### config.mk
export PLATFORM = sky130hd
export DESIGN_NAME = rd_ptr_ctrl
export DESIGN_NICKNAME = d
export VERILOG_FILES = /design/src/rtl/fifo_pkg.sv /design/src/rtl/sync_nff.sv /design/src/rtl/rd_ptr_ctrl.sv
export SDC_FILE = /design/constraint.sdc
export NUM_CORES = 1
export LEC_CHECK = 0
export BUFFER_PORTS_ARGS = -buffer_cell sky130_fd_sc_hd__clkbuf_2
export CAP_MARGIN = 20
export CORE_MARGIN = 10
export CORE_UTILIZATION = 25
export CTS_CLUSTER_DIAMETER = 50
export DETAILED_ROUTE_END_ITERATION = 6
export PLACE_DENSITY = 0.5
export SETUP_SLACK_MARGIN = 0.5
export SYNTH_ARGS = -nofsm -noshare
export SYNTH_HDL_FRONTEND = slang
export SYNTH_SLANG_ARGS = --single-unit
### constraint.sdc
create_clock -name rd_clk -period 5.4 [get_ports rd_clk]
set_input_delay 0.27 -clock rd_clk [delete_from_list [all_inputs] [get_ports rd_clk]]
set_output_delay 0.27 -clock rd_clk [all_outputs]
set_load 0.01 [all_outputs]
### src/rtl/fifo_pkg.sv
`default_nettype none
// ============================================================================
// fifo_pkg : shared Gray/binary helpers and defaults for the async FIFO
//            read- and write-side pointer controllers.
// Revision  : 1.0
// ============================================================================
package fifo_pkg;

  localparam int DEFAULT_ADDR_W = 4;
  // Helpers work on a fixed wide vector; callers zero-extend and slice.
  localparam int PTR_MAX_W = 32;

  function automatic logic [PTR_MAX_W-1:0] bin2gray(input logic [PTR_MAX_W-1:0] b);
    return b ^ (b >> 1);
  endfunction

  function automatic logic [PTR_MAX_W-1:0] gray2bin(input logic [PTR_MAX_W-1:0] g);
    logic [PTR_MAX_W-1:0] b;
    b[PTR_MAX_W-1] = g[PTR_MAX_W-1];
    for (int i = PTR_MAX_W-2; i >= 0; i--) begin
      b[i] = b[i+1] ^ g[i];
    end
    return b;
  endfunction

endpackage
`default_nettype wire

### src/rtl/sync_nff.sv
`default_nettype none
// ============================================================================
// sync_nff : STAGES-deep flop chain bringing a Gray pointer into this domain.
// Revision : 1.0
// ============================================================================
module sync_nff #(
  parameter int WIDTH  = 1,
  parameter int STAGES = 2
) (
  input  logic             clk_i,
  input  logic             rst_i,
  input  logic [WIDTH-1:0] d_i,
  output logic [WIDTH-1:0] q_o
);

  logic [WIDTH-1:0] sync_q [STAGES];

  always_ff @(posedge clk_i or posedge rst_i) begin
    if (rst_i) begin
      for (int s = 0; s < STAGES; s++) begin
        sync_q[s] <= '0;
      end
    end else begin
      sync_q[0] <= d_i;
      for (int s = 1; s < STAGES; s++) begin
        sync_q[s] <= sync_q[s-1];
      end
    end
  end

  assign q_o = sync_q[STAGES-1];

endmodule
`default_nettype wire

### src/rtl/rd_ptr_ctrl.sv
`default_nettype none
// ============================================================================
// rd_ptr_ctrl : async-FIFO read pointer, empty/almost-empty/fill flags.
//               RD_PTR_CTRL_UFLOW_CNT_EN adds a saturating underflow counter.
// Revision    : 1.0
// ============================================================================
module rd_ptr_ctrl
  import fifo_pkg::*;
#(
  parameter int ADDR_W      = DEFAULT_ADDR_W,
  parameter int SYNC_STAGES = 2,
  parameter int AE_THRESH   = 2
) (
  input  logic              rd_clk,
  input  logic              rst,
  input  logic              read_en,
  input  logic [ADDR_W:0]   wr_ptr_gray,
  output logic [ADDR_W-1:0] rd_addr,
  output logic [ADDR_W:0]   rd_ptr_gray,
  output logic              empty,
  output logic              almost_empty,
  output logic [ADDR_W:0]   rd_fill,
  output logic              rd_valid,
  output logic              underflow
`ifdef RD_PTR_CTRL_UFLOW_CNT_EN
  ,
  output logic [7:0]        uflow_cnt
`endif
);

  localparam int PTR_W = ADDR_W + 1;

  logic [PTR_W-1:0]     bin_q, bin_d;
  logic [PTR_W-1:0]     gray_q, gray_d;
  logic [PTR_W-1:0]     fill_q, fill_d;
  logic                 empty_q, empty_d;
  logic                 ae_q, ae_d;
  logic                 valid_q, valid_d;
  logic                 uflow_q, uflow_d;
  logic [PTR_W-1:0]     wr_gray_sync;
  logic [PTR_W-1:0]     wr_bin_sync;
  logic [PTR_MAX_W-1:0] gray_next_full;
  logic [PTR_MAX_W-1:0] wr_bin_full;
  logic                 rd_accept;

  sync_nff #(
    .WIDTH  (PTR_W),
    .STAGES (SYNC_STAGES)
  ) u_wr_sync (
    .clk_i (rd_clk),
    .rst_i (rst),
    .d_i   (wr_ptr_gray),
    .q_o   (wr_gray_sync)
  );

  // Flags are computed from the post-read pointer so the last read sees empty at once.
  always_comb begin
    rd_accept      = read_en && !empty_q;
    bin_d          = bin_q + PTR_W'(rd_accept);
    gray_next_full = bin2gray(PTR_MAX_W'(bin_d));
    gray_d         = gray_next_full[PTR_W-1:0];
    wr_bin_full    = gray2bin(PTR_MAX_W'(wr_gray_sync));
    wr_bin_sync    = wr_bin_full[PTR_W-1:0];
    empty_d        = (gray_d == wr_gray_sync);
    fill_d         = wr_bin_sync - bin_d;
    ae_d           = (PTR_MAX_W'(fill_d) <= PTR_MAX_W'(AE_THRESH));
    valid_d        = rd_accept;
    uflow_d        = read_en && empty_q;
  end

  wire unused_hi = ^{gray_next_full[PTR_MAX_W-1:PTR_W], wr_bin_full[PTR_MAX_W-1:PTR_W]};

  always_ff @(posedge rd_clk or posedge rst) begin
    if (rst) begin
      bin_q   <= '0;
      gray_q  <= '0;
      fill_q  <= '0;
      empty_q <= 1'b1;
      ae_q    <= 1'b1;
      valid_q <= 1'b0;
      uflow_q <= 1'b0;
    end else begin
      bin_q   <= bin_d;
      gray_q  <= gray_d;
      fill_q  <= fill_d;
      empty_q <= empty_d;
      ae_q    <= ae_d;
      valid_q <= valid_d;
      uflow_q <= uflow_d;
    end
  end

`ifdef RD_PTR_CTRL_UFLOW_CNT_EN
  logic [7:0] ucnt_q, ucnt_d;

  always_comb begin
    ucnt_d = ucnt_q;
    if (uflow_q && (ucnt_q != 8'hFF)) begin
      ucnt_d = ucnt_q + 8'd1;
    end
  end

  always_ff @(posedge rd_clk or posedge rst) begin
    if (rst) begin
      ucnt_q <= '0;
    end else begin
      ucnt_q <= ucnt_d;
    end
  end

  assign uflow_cnt = ucnt_q;
`endif

  assign rd_addr      = bin_q[ADDR_W-1:0];
  assign rd_ptr_gray  = gray_q;
  assign empty        = empty_q;
  assign almost_empty = ae_q;
  assign rd_fill      = fill_q;
  assign rd_valid     = valid_q;
  assign underflow    = uflow_q;

endmodule
`default_nettype wire

[After elaboration in Yosys (flattened, before gate mapping)]
Index checks and enable logic that the tools add are counted.
Storage, ports and cells
  logic and storage cells: 21
  register bits after elaboration: 29
Operators by class
  order comparisons: 1
  equal/unequal tests: 1
  $add $sub $neg: 2
  bitwise operators: 5
  reductions and logical operators: 3
Operators with widths (number)
  adder 5 x 1 -> 5 bit: 1
  == test 5 bit: 1
  <= comparator 5 x 2 -> 1 bit, second input constant: 1
  subtractor 5 bit: 1
  XOR 5 x 4 -> 5 bit: 1
  XOR 1 bit: 4
  logical AND 1 bit: 2
  zero test 1 bit: 1

[Logic depth before layout (Yosys ltp)]
Gate-level depths: netlist of the first run.
  depth after elaboration: 6
  gate-level depth with buffers: 9

[Modules after synthesis]
From an unflattened synthesis of the first run, not the netlist that was laid out.
Unflattened totals
  cell total of the unflattened synthesis: 89
  area total of the unflattened synthesis: 1218.7 µm²
Modules (own cells, without submodules)
  rd_ptr_ctrl: cells an instance 73, times used 1, area each 927.1 µm²
  sync_nff: cells an instance 16, times used 1, area each 291.5 µm²

[Least setup slack after synthesis of the first run]
No wires, ideal clock.
  kind: reg2reg
  start point: reg u_wr_sync.sync_q, in the netlist u_wr_sync.q_o[4]
  end point: reg ae_q, in the netlist almost_empty
  library setup time: 105 ps
  path slack: 2795 ps
  period minus slack after synthesis: 2605 ps
  required time: 5295 ps
  cell stages (with the launch flop): 10
  data arrival time: 2500 ps
  cell sequence: dfrtp_1 xor3_2 xor2_1 xnor2_1 ha_1 inv_1 fa_1 a31oi_1 xnor2_1 a2111oi_2
On the way
  longest elaborated chain between the ends: 6
Ends and longest elaborated chain
  start, declared: RTL line sync_nff.sv:16  | logic [WIDTH-1:0] sync_q [STAGES];
  start signal, assigned by index: RTL line sync_nff.sv:26  | sync_q[s] <= sync_q[s-1];
  XOR 1 bit (4 in series): RTL line fifo_pkg.sv:21  | b[i] = b[i+1] ^ g[i];
  subtractor 5 bit (*): RTL line rd_ptr_ctrl.sv:65  | fill_d = wr_bin_sync - bin_d;
  via fill_d[4]: RTL line rd_ptr_ctrl.sv:35  | logic [PTR_W-1:0] fill_q, fill_d;
  <= comparator 5 x 2 -> 1 bit (*): RTL line rd_ptr_ctrl.sv:66  | ae_d = (PTR_MAX_W'(fill_d) <= PTR_MAX_W'(AE_THRESH));
  via ae_d: RTL line rd_ptr_ctrl.sv:37  | logic ae_q, ae_d;
  end signal, assigned: RTL line rd_ptr_ctrl.sv:79  | ae_q <= 1'b1;
  end signal, assigned: RTL line rd_ptr_ctrl.sv:87  | ae_q <= ae_d;
  end, declared: RTL line rd_ptr_ctrl.sv:37
Mark *: on every way through the listed nets, which the timed path passes. The rest lies on a longest branch.

[Final worst setup path of the first run]
Ends and elaborated chain as after synthesis.

==> summary.md, run 1 <==
| Metric | Value |
|---|---|
| Outcome | `finished clean` |
| Met1 GRT Util | `under 10%` |
| Leakage | `0.694 nW` |
| IO Pins | `26` |
| Core area | `0.00447 sq mm` |
| RSZ-0062 raised after global routing | `no` |
| Ant diodes | `0` |
| 1st-iter DRT viols | `14` |
| I/O Buffers | `25` |
| First-pass GRT wire length | `3420 um` |
| Non-Filler Instances | `163` |
| Worst EP required | `5.57 ns` |
| Met2 usage | `9.24%` |
| Max Cap Violations | `0` |
| Syn Std Cell Area | `0.00118 sq mm` |
| # hold bufs at CTS | `0` |
| Via/cell ratio | `4.15` |
| Mean Syn Cell Area | `14.3 sq um` |
| Setup Fix Bufs, Post-CTS | `0` |
| Setup violators final | `0` |
| CTS Sinks | `28` |
| Power per Cell Area | `637 mW/mm^2` |
| Detailed Route WL | `2080 um` |
| Endpoints failing hold | `0` |
| Setup_tns | `0 ns` |
| Worst slew pin tran | `0.472 ns` |
| Chip height | `88.8 um` |
| Number of synthesized flops with an enable pin | `0` |
| Placer Congestion | `0.827` |
| Share of layout cells above drive strength 1 | `29.7%` |
| Inst Count DP | `158` |
| Flops & latches, synth | `28` |
| Die area | `just under 0.008 sq mm` |
| Combinational power share | `a little over half` |
| Drt wl/cell | `12.8 um` |
| Post-route DRC | `0` |
| Synth Net Count | `98` |
| Clock buffer depth | `2` |
| Initial Util | `26.5%` |
| Synth cell types | `22` |
| Root Driver | `clkbuf_8` |
| Int Power | `~0.56 mW` |
| Vias in the first global route | `710` |
| Worst VDD drop | `between 0.00015 and 0.0002 V` |
| CTS resizes | `0` |
| Detailed placement HPWL | `1700 um` |
| NetSw | `0.356 mW` |
| CTS buffer count | `3` |
| Met3 global-route usage | `2.48%` |
| Register area share after synthesis | `59.3%` |
| Area Growth Syn to Fin | `21.4%` |
| Clk slew on worst S/H paths | `0.08 ns` |
| H-tree depth | `1` |
| Worst EP arrival | `roughly 3 ns` |
| Post-route ant nets | `0` |
| Total number of yosys warnings | `0` |
| Top_reg_cell synth | `dfrtp_1` |
| Crit start category | `flop` |
| DIE WIDTH | `88.8 um` |
| Classification of the worst setup path | `flop to flop` |
| Fillers | `455` |
| First-pass DRT Iterations | `3` |
| GR peak layer | `met2` |
| Final critical-path required period | `roughly 2.8 ns` |
| Initial antenna violation count | `0` |
| Max Freq | `approximately 0.36 GHz` |
| Skew final | `0.000737 ns` |
| Tcrit/Tclk final | `between 50% and 60%` |
| All-Layer GR Usage | `5.70%` |
| Slew Viols, Final | `0` |
| Worst Path Max Fanout | `3` |
| Hold Path Class | `input port to flop` |
| Synthesized instance count | `83` |
| Largest net degree at the start of global routing | `29` |
| Clock tree from TritonCTS | `yes` |
| NumNets Final | `128` |
| Vias | `676` |
| Async set-reset flop share out of synthesis | `100%` |
| Total grt overflow | `0` |
| Slew headroom | `68.3%` |
| Row count | `24` |
| Sw Ratio | `38.8%` |
| Worst-Skew Late Latency | `approximately 0.26 ns` |
| Reg power frac | `36.0%` |
| Clock power frac | `around an eighth` |
| Setup crit end kind | `flop` |
cells in the mapped netlist, drive strengths merged (2+ instances only):
| library cell | number | area, sq um |
|---|---|---|
| nand3 | 2 | 10.0 |
| xor3 | 2 | 48.8 |
| xor2 | 6 | 52.6 |
| buf | 2 | 15.0 |
| inv | 7 | 26.3 |
| ha | 6 | 75.1 |
| a21o | 2 | 15.0 |
| dfrtp | 26 | 651 |
| nor2b | 2 | 12.5 |
| xnor2 | 15 | 131 |
| a21oi | 2 | 10.0 |
| dfstp | 2 | 52.6 |
kinds of logic after synthesis:
| family | synth area share, % |
|---|---|
| AO/OA/AOI/OAI | 4.65 |
| XOR/XNOR | 19.6 |
| adder cells (fa/ha/maj) | 8.03 |
| buffers and inverters | 3.48 |
| flip-flops | 59.3 |
| AND/OR/NAND/NOR | 4.86 |
cell usage in the layout (no fill, tap or decap), types with 2 or more instances in the layout:
cell / count
ha_1: 6
xnor2_1: 15
clkbuf_8: 3
nand3_1: 2
nor2b_1: 2
dfrtp_1: 26
a21oi_1: 2
xor2_1: 6
clkbuf_2: 25
a21o_1: 2
inv_1: 7
dfstp_2: 2
final cells by class:
cell class,count,area (sq um),area share (%)
tap,52,65.1,4.52
sequential,28,703,48.9
timing repair buffer,27,163,11.3
multi-input combinational,46,440,30.6
clock buffer,3,41.3,2.87
inverter,7,26.3,1.83
per-stage QoR:
step	total power [mW]	setup WS [ns]	hold slack, ns	utilization (%)	area, sq um
after floorplan	0.696	2.80	0.301	-	1180
after detailed placement	0.828	2.58	0.337	30.4	1360
final	0.916	2.63	0.107	32.2	1440
after CTS	0.939	2.57	0.0976	31.3	1400
after global placement	0.819	2.71	0.332	30.4	1360
after global routing	1.00	2.39	0.0941	32.2	1440
flip-flops by register name (all words and copies together) (netlist names):
signal,flops
rd_ptr_gray,4
u_wr_sync.q_o,5
u_wr_sync.sync_q,5
rd_valid,1
empty,1
almost_empty,1
underflow,1
rd_fill,5
bin_q,5
path summary, 6_finish.rpt:
| check | from | depth (start not counted) | slack [ns] | end |
|---|---|---|---|---|
| worst min register to register | u_wr_sync.sync_q[5]$_DFF_PP0_ | 0 | 0.36 | u_wr_sync.q_o[0]$_DFF_PP0_ |
| worst min-delay path | wr_ptr_gray[1] | 1 | 0.11 | u_wr_sync.sync_q[6]$_DFF_PP0_ |
| worst max register to register | u_wr_sync.q_o[4]$_DFF_PP0_ | 9 | 2.63 | almost_empty$_DFF_PP1_ |
| worst max-delay path | u_wr_sync.q_o[4]$_DFF_PP0_ | 9 | 2.63 | almost_empty$_DFF_PP1_ |
| min in group asynchronous | rst | 3 | 0.45 | u_wr_sync.sync_q[5]$_DFF_PP0_ |
| max in group asynchronous | rst | 4 | 4.47 | almost_empty$_DFF_PP1_ |
worst max-delay path: stages, from the launching register on:
cell and delay, ns:
dfrtp_1 0.41, xor3_2 0.50, xor2_1 0.32, xnor2_1 0.17, ha_1 0.16, inv_1 0.06, fa_1 0.39, a31oi_1 0.22
xnor2_1 0.12, a2111oi_2 0.33
metal layers:
metal,routed length (um),vias up
met5,0,-
met4,38,0
met3,199,2
met2,997,21
met1,847,327
li1,-,326
power by group through the flow:
stage	Combinational [mW]	Clock (mW)	Sequential [mW]
after floorplan	0.344	0	0.352
after global placement	0.485	0	0.334
after detailed placement	0.492	0	0.336
after CTS	0.493	0.114	0.332
after global routing	0.538	0.123	0.341
final	0.478	0.107	0.330
(Power assumes the default switching activity.)
==> run 2: changes to the inputs <==
--- a/config.mk
+++ b/config.mk
@@ -11,7 +11,7 @@
 export CORE_UTILIZATION = 25
 export CTS_CLUSTER_DIAMETER = 50
 export DETAILED_ROUTE_END_ITERATION = 6
-export PLACE_DENSITY = 0.5
+export PLACE_DENSITY = 0.51
 export SETUP_SLACK_MARGIN = 0.5
 export SYNTH_ARGS = -nofsm -noshare
 export SYNTH_HDL_FRONTEND = slang
==> constraint.sdc (replaced) <==
create_clock -name rd_clk -period 2.52 [get_ports rd_clk]
set_input_delay 0.126 -clock rd_clk [delete_from_list [all_inputs] [get_ports rd_clk]]
set_output_delay 0.126 -clock rd_clk [all_outputs]
set_load 0.01 [all_outputs]
==> summary.md, run 2 (same netlist as run 1, synthesis figures left out) <==
| Metric | Value |
|---|---|
| Hold Path End | `underflow$_DFF_PP0_` |
| Worst Path Max Fanout | `3 (unchanged)` |
| R2r startpoint | `u_wr_sync.q_o[3]$_DFF_PP0_` |
| Share of layout cells above drive strength 1 | `48.8% (+19 points)` |
| I/O Buffers | `25 (unchanged)` |
| NumNets Final | `145 (+13%)` |
| IO Pins | `26 (unchanged)` |
| Initial Util | `26.5% (unchanged)` |
| Largest net degree at the start of global routing | `29 (unchanged)` |
| Ant diodes | `0 (unchanged)` |
| DIE WIDTH | `88.8 um (unchanged)` |
| Vias in the first global route | `814 (+15%)` |
| Initial antenna violation count | `0 (unchanged)` |
| Power per Cell Area | `1450 mW/mm^2 (+130%)` |
| Placer Congestion | `0.803 (-2.9%)` |
| Combinational power share | `59.7% (+7.5 points)` |
| Final critical-path required period | `2.49 ns (-0.280 ns)` |
| Detailed Route WL | `2370 um (+14%)` |
| All-Layer GR Usage | `6.47% (+0.77 points)` |
| Clock power frac | `10.9% (-0.8 points)` |
| Worst-Skew Late Latency | `0.27 ns (about the same)` |
| WHS Path Cells | `2 (+1)` |
| Area Growth Syn to Fin | `44.9%` |
| RSZ-0062 raised after global routing | `yes` |
| Clock tree from TritonCTS | `yes` |
| DP Worst Slack | `0.0235 ns (-2.56 ns)` |
| FF+latch area | `703 sq um (unchanged)` |
| Max Cap Violations | `0 (unchanged)` |
| Hold Path Class | `input port to flop` |
| Skew final | `0.00308 ns (+0.00234 ns)` |
| Multi-input gate area | `581 sq um (+32%)` |
| Core area | `0.00447 sq mm (unchanged)` |
| Slew Viols, Final | `0 (unchanged)` |
| Post-route DRC | `0 (unchanged)` |
| Worst EP required | `2.70 ns (-2.87 ns)` |
| Root Driver | `clkbuf_8` |
| Drt wl/cell | `13.1 um (+2.6%)` |
| Die area | `0.00789 sq mm (unchanged)` |
| Int Power | `1.52 mW (+170%)` |
| CTS Sinks | `28 (unchanged)` |
| Tcrit/Tclk final | `98.7% (+47 points)` |
| First-pass DRT Iterations | `2 (-1)` |
| Worst r2r dst | `almost_empty$_DFF_PP1_` |
| Sw Ratio | `39.1% (+0.26 points)` |
| Clock buffer depth | `2 (unchanged)` |
| R2R Setup Slk | `0.03 ns (-2.60 ns)` |
| Worst VDD drop | `0.000449 V (+140%)` |
| Worst Hold Launch | `read_en` |
| Final worst slack | `0.0315 ns (-2.60 ns)` |
| CTS buffer count | `3 (unchanged)` |
| Via/cell ratio | `4.06 (-2.1%)` |
| Worst r2r path cells | `9 (unchanged)` |
| Endpoints failing hold | `0 (unchanged)` |
| NetSw | `0.973 mW (+170%)` |
| Fillers | `422 (-7.3%)` |
| Crit start category | `flop` |
| Vias | `735 (+8.7%)` |
| Most frequent cells in the layout | `26 x dfrtp_1, 25 x clkbuf_2, 12 x buf_4, 10 x xnor2_1` |
| Detailed placement HPWL | `1780 um (+4.5%)` |
| Post-route cell area | `0.00172 sq mm (+19%)` |
| First-pass GRT wire length | `3940 um (+15%)` |
| DP Area | `0.00142 sq mm (+4.0%)` |
| Worst EP arrival | `2.67 ns (-0.27 ns)` |
| 1st-iter DRT viols | `10 (-4)` |
| Max Freq | `0.402 GHz (+11%)` |
| Setup violators final | `0 (unchanged)` |
| Classification of the worst setup path | `flop to flop` |
| Chip height | `88.8 um (unchanged)` |
| Leakage | `0.812 nW (+17%)` |
| H-tree depth | `1 (unchanged)` |
| Clk slew on worst S/H paths | `0.09 ns (about the same)` |
| Slew headroom | `74.1% (+5.8 points)` |
| Worst slew pin tran | `0.386 ns (-0.0859 ns)` |
| Setup crit end kind | `flop` |
| Post-route ant nets | `0 (unchanged)` |
| Total grt overflow | `0 (unchanged)` |
| Commonest non-fill, non-tap cell in the layout | `dfrtp_1` |
| Reg power frac | `29.3% (-6.7 points)` |
| Row count | `24 (unchanged)` |
| Outcome | `finished clean` |
## run 2: area by class of cell
| type | count | share of cell area [%] |
|---|---|---|
| tap | 52 | 3.79 |
| sequential | 28 | 41.0 |
| multi-input combinational | 46 | 33.8 |
| clock buffer | 4 | 3.21 |
| inverter | 7 | 1.53 |
| timing repair buffer | 44 | 16.7 |
## run 2: worst max-delay path by stage
stage | from | end | slack [ns] | depth (start not counted)
4_1_cts | u_wr_sync.q_o[4]$_DFF_PP0_ | almost_empty$_DFF_PP1_ | 0.08 | 9
3_5_place_dp | u_wr_sync.q_o[3]$_DFF_PP0_ | almost_empty$_DFF_PP1_ | 0.02 | 9
6_report | u_wr_sync.q_o[3]$_DFF_PP0_ | almost_empty$_DFF_PP1_ | 0.03 | 9
5_1_grt | u_wr_sync.q_o[3]$_DFF_PP0_ | almost_empty$_DFF_PP1_ | -0.05 | 9
2_1_floorplan | u_wr_sync.q_o[3]$_DFF_PP0_ | almost_empty$_DFF_PP1_ | 0.17 | 9
3_3_place_gp | empty$_DFF_PP1_ | almost_empty$_DFF_PP1_ | 0.11 | 9
## run 2: metal layers
metal,up-vias,wire length [um],track usage (%)
met3,5,202,2.57
met4,0,40,2.64
met2,21,1100,10.4
li1,359,-,-
met1,350,1030,7.47
met5,-,0,0
## run 2: what timing repair did
action,CTS,global route
endpoints found under the setup margin,6,6
pin swaps,10,7
hold buffers,6,0
resized for setup,7,13
setup buffers,5,3
hold endpoints to repair,31,0
## run 2: critical path, cell delays in order (launching register included)
cell and delay (ns):
dfrtp_1 0.39, xor3_2 0.48, xor2_2 0.17, xnor2_1 0.16, ha_2 0.20, inv_2 0.04
fa_2 0.36, a31oi_4 0.17, xnor2_2 0.12, a2111oi_4 0.29
## run 2: power groups by stage
stage / Combinational, mW / Clock, mW / Sequential, mW
final: 1.49 / 0.272 / 0.730
after global routing: 1.63 / 0.307 / 0.753
after CTS: 1.27 / 0.288 / 0.716
after detailed placement: 1.13 / 0 / 0.726
after global placement: 1.11 / 0 / 0.719
after floorplan: 0.758 / 0 / 0.755
## run 2: stage by stage
step	power (mW)	util (%)	hold WS (ns)	setup TNS [ns]	std cells
2_1_floorplan	1.51	-	0.157	0	83
3_3_place_gp	1.83	31.6	0.184	0	163
3_5_place_dp	1.86	31.6	0.193	0	163
4_1_cts	2.27	35.7	0.0653	0	178
5_1_grt	2.68	38.4	0.0834	-0.0464	181
6_report	2.49	38.4	0.0786	0	181
==> run 3: changes to the inputs <==
--- a/config.mk
+++ b/config.mk
@@ -7,11 +7,13 @@
 export LEC_CHECK = 0
 export BUFFER_PORTS_ARGS = -buffer_cell sky130_fd_sc_hd__clkbuf_2
 export CAP_MARGIN = 20
+export CELL_PAD_IN_SITES_DETAIL_PLACEMENT = 1
+export CELL_PAD_IN_SITES_GLOBAL_PLACEMENT = 1
 export CORE_MARGIN = 10
 export CORE_UTILIZATION = 25
 export CTS_CLUSTER_DIAMETER = 50
 export DETAILED_ROUTE_END_ITERATION = 6
-export PLACE_DENSITY = 0.51
+export PLACE_DENSITY = 0.59
 export SETUP_SLACK_MARGIN = 0.5
 export SYNTH_ARGS = -nofsm -noshare
 export SYNTH_HDL_FRONTEND = slang
==> summary.md, run 3 (same netlist as run 1, synthesis figures left out) <==
| Metric | Value |
|---|---|
| Hold Path End | `underflow$_DFF_PP0_` |
| Most frequent cells in the layout | `26 x dfrtp_1, 25 x clkbuf_2, 14 x buf_4, 10 x xnor2_1` |
| Total grt overflow | `0 (unchanged)` |
| Worst r2r path cells | `9 (unchanged)` |
| Vias in the first global route | `836 (+2.7%)` |
| Initial Util | `26.5% (unchanged)` |
| Crit start category | `flop` |
| NetSw | `0.955 mW (-1.9%)` |
| Outcome | `finished clean` |
| Slew headroom | `71.1% (-3.0 points)` |
| Inst Count DP | `162 (-0.61%)` |
| All-Layer GR Usage | `7.30% (+0.84 points)` |
| Tcrit/Tclk final | `94.3% (-4.5 points)` |
| CTS Sinks | `28 (unchanged)` |
| Die area | `0.00789 sq mm (unchanged)` |
| Post-route DRC | `0 (unchanged)` |
| Post-route ant nets | `0 (unchanged)` |
| First-pass GRT wire length | `4330 um (+9.8%)` |
| Clock buffer depth | `2 (unchanged)` |
| Area Growth Syn to Fin | `45.3%` |
| Worst r2r dst | `almost_empty$_DFF_PP1_` |
| Worst VDD drop | `0.000469 V (+4.3%)` |
| First-pass DRT Iterations | `2 (unchanged)` |
| Row count | `24 (unchanged)` |
| Combinational power share | `57.0% (-2.7 points)` |
| R2R Setup Slk | `0.14 ns (+0.11 ns)` |
| Setup_tns | `0 ns (unchanged)` |
| Classification of the worst setup path | `flop to flop` |
| R2r startpoint | `u_wr_sync.q_o[3]$_DFF_PP0_` |
| Clk slew on worst S/H paths | `0.09 ns (about the same)` |
| Clock tree from TritonCTS | `yes` |
| NumNets Final | `146 (+0.69%)` |
| Initial antenna violation count | `0 (unchanged)` |
| Power per Cell Area | `1460 mW/mm^2 (+0.53%)` |
| Leakage | `0.826 nW (+1.7%)` |
| Skew final | `0.00428 ns (+0.00120 ns)` |
| Detailed Route WL | `2710 um (+14%)` |
| Ant diodes | `0 (unchanged)` |
| Vias | `760 (+3.4%)` |
| Detailed placement HPWL | `1900 um (+6.9%)` |
| Pwr Total | `2.51 mW (+0.82%)` |
| Root Driver | `clkbuf_8` |
| H-tree depth | `1 (unchanged)` |
| Placer Congestion | `0.715 (-11%)` |
| Final critical-path required period | `2.38 ns (-0.113 ns)` |
| Worst EP required | `2.70 ns (about the same)` |
| Share of layout cells above drive strength 1 | `47.7% (-1.1 points)` |
| Worst Path Max Fanout | `2 (-1)` |
| Drt wl/cell | `14.9 um (+14%)` |
| DIE WIDTH | `88.8 um (unchanged)` |
| Max Freq | `0.421 GHz (+4.8%)` |
| WHS Path Cells | `2 (unchanged)` |
| Worst-Skew Late Latency | `0.27 ns (about the same)` |
| Worst slew pin tran | `0.430 ns (+0.0441 ns)` |
| 1st-iter DRT viols | `13 (+3)` |
| Max Cap Violations | `0 (unchanged)` |
| Largest net degree at the start of global routing | `29 (unchanged)` |
| Final worst slack | `0.145 ns (+0.113 ns)` |
| Core area | `0.00447 sq mm (unchanged)` |
| Reg power frac | `29.1% (-0.2 points)` |
| DP Worst Slack | `0.0297 ns (+0.00611 ns)` |
| Slew Viols, Final | `0 (unchanged)` |
| RSZ-0062 raised after global routing | `yes` |
| Chip height | `88.8 um (unchanged)` |
| Commonest non-fill, non-tap cell in the layout | `dfrtp_1` |
| Sw Ratio | `38.1% (-1.0 points)` |
| Worst Hold Launch | `read_en` |
| Endpoints failing hold | `0 (unchanged)` |
| Non-Filler Instances | `182 (+0.55%)` |
| Clock power frac | `13.9% (+3.0 points)` |
| Via/cell ratio | `4.18 (+2.8%)` |
| Worst EP arrival | `2.56 ns (-0.11 ns)` |
| IO Pins | `26 (unchanged)` |
| Hold Path Class | `input port to flop` |
| I/O Buffers | `25 (unchanged)` |
| CTS buffer count | `3 (unchanged)` |
| Int Power | `1.55 mW (+2.6%)` |
| Setup crit end kind | `flop` |
| Setup violators final | `0 (unchanged)` |
[run 3: power by group through the flow]
stage,Sequential (mW),Clock [mW],Combinational [mW]
6_report,0.730,0.349,1.43
5_1_grt,0.753,0.382,1.59
4_1_cts,0.717,0.371,1.32
3_3_place_gp,0.723,0,1.12
2_1_floorplan,0.755,0,0.758
3_5_place_dp,0.724,0,1.14
[run 3: layout make-up]
cell class	count	area, sq um
clock buffers	3	41.3
well taps	52	65.1
flip-flops and latches	28	703
fillers	477	2750
repair buffers	45	290
clock inverters	1	30.0
multi-input cells	46	566
inverters	7	26.3
[run 3: repair_timing]
item                                    CTS  global route
endpoints found under the setup margin    6             6
hold endpoints to repair                 31             0
hold buffers                              6             0
gates resized for setup                   8             9
pin swaps                                11             4
setup buffers                             7             3
[run 3: critical path, cell delays in order, from the launching register on]
cell and delay, ns:
dfrtp_1 0.37, xor3_2 0.50, xor2_4 0.18, xnor2_1 0.15, ha_1 0.18, inv_2 0.05, fa_2 0.37, a31oi_4 0.19
xnor2_2 0.09, a2111oi_2 0.20
[run 3: routing by layer]
layer | GRT usage (%) | up-vias | share of wire (%)
li1 | - | 360 | -
met1 | 8.78 | 375 | 42
met2 | 11.4 | 23 | 50
met3 | 2.48 | 2 | 6.3
met4 | 3.52 | 0 | 1.3
met5 | 0 | - | 0
[run 3: per-stage QoR]
| step | hold WS (ns) | area [sq um] | util (%) |
|---|---|---|---|
| finish | 0.0916 | 1720 | 38.5 |
| global route | 0.102 | 1720 | 38.5 |
| CTS | 0.0747 | 1630 | 36.4 |
| detailed placement | 0.196 | 1410 | 31.5 |
| global placement | 0.186 | 1410 | 31.5 |
| floorplan | 0.157 | 1200 | - |
[run 3: how the worst max path moves through the flow]
stage                                     from                      to  depth (start not counted)
floorplan           u_wr_sync.q_o[3]$_DFF_PP0_  almost_empty$_DFF_PP1_                          9
global placement               empty$_DFF_PP1_  almost_empty$_DFF_PP1_                          9
detailed placement  u_wr_sync.q_o[3]$_DFF_PP0_  almost_empty$_DFF_PP1_                          9
CTS                 u_wr_sync.q_o[2]$_DFF_PP0_  almost_empty$_DFF_PP1_                          9
global route        u_wr_sync.q_o[3]$_DFF_PP0_  almost_empty$_DFF_PP1_                          9
finish              u_wr_sync.q_o[3]$_DFF_PP0_  almost_empty$_DFF_PP1_                          9
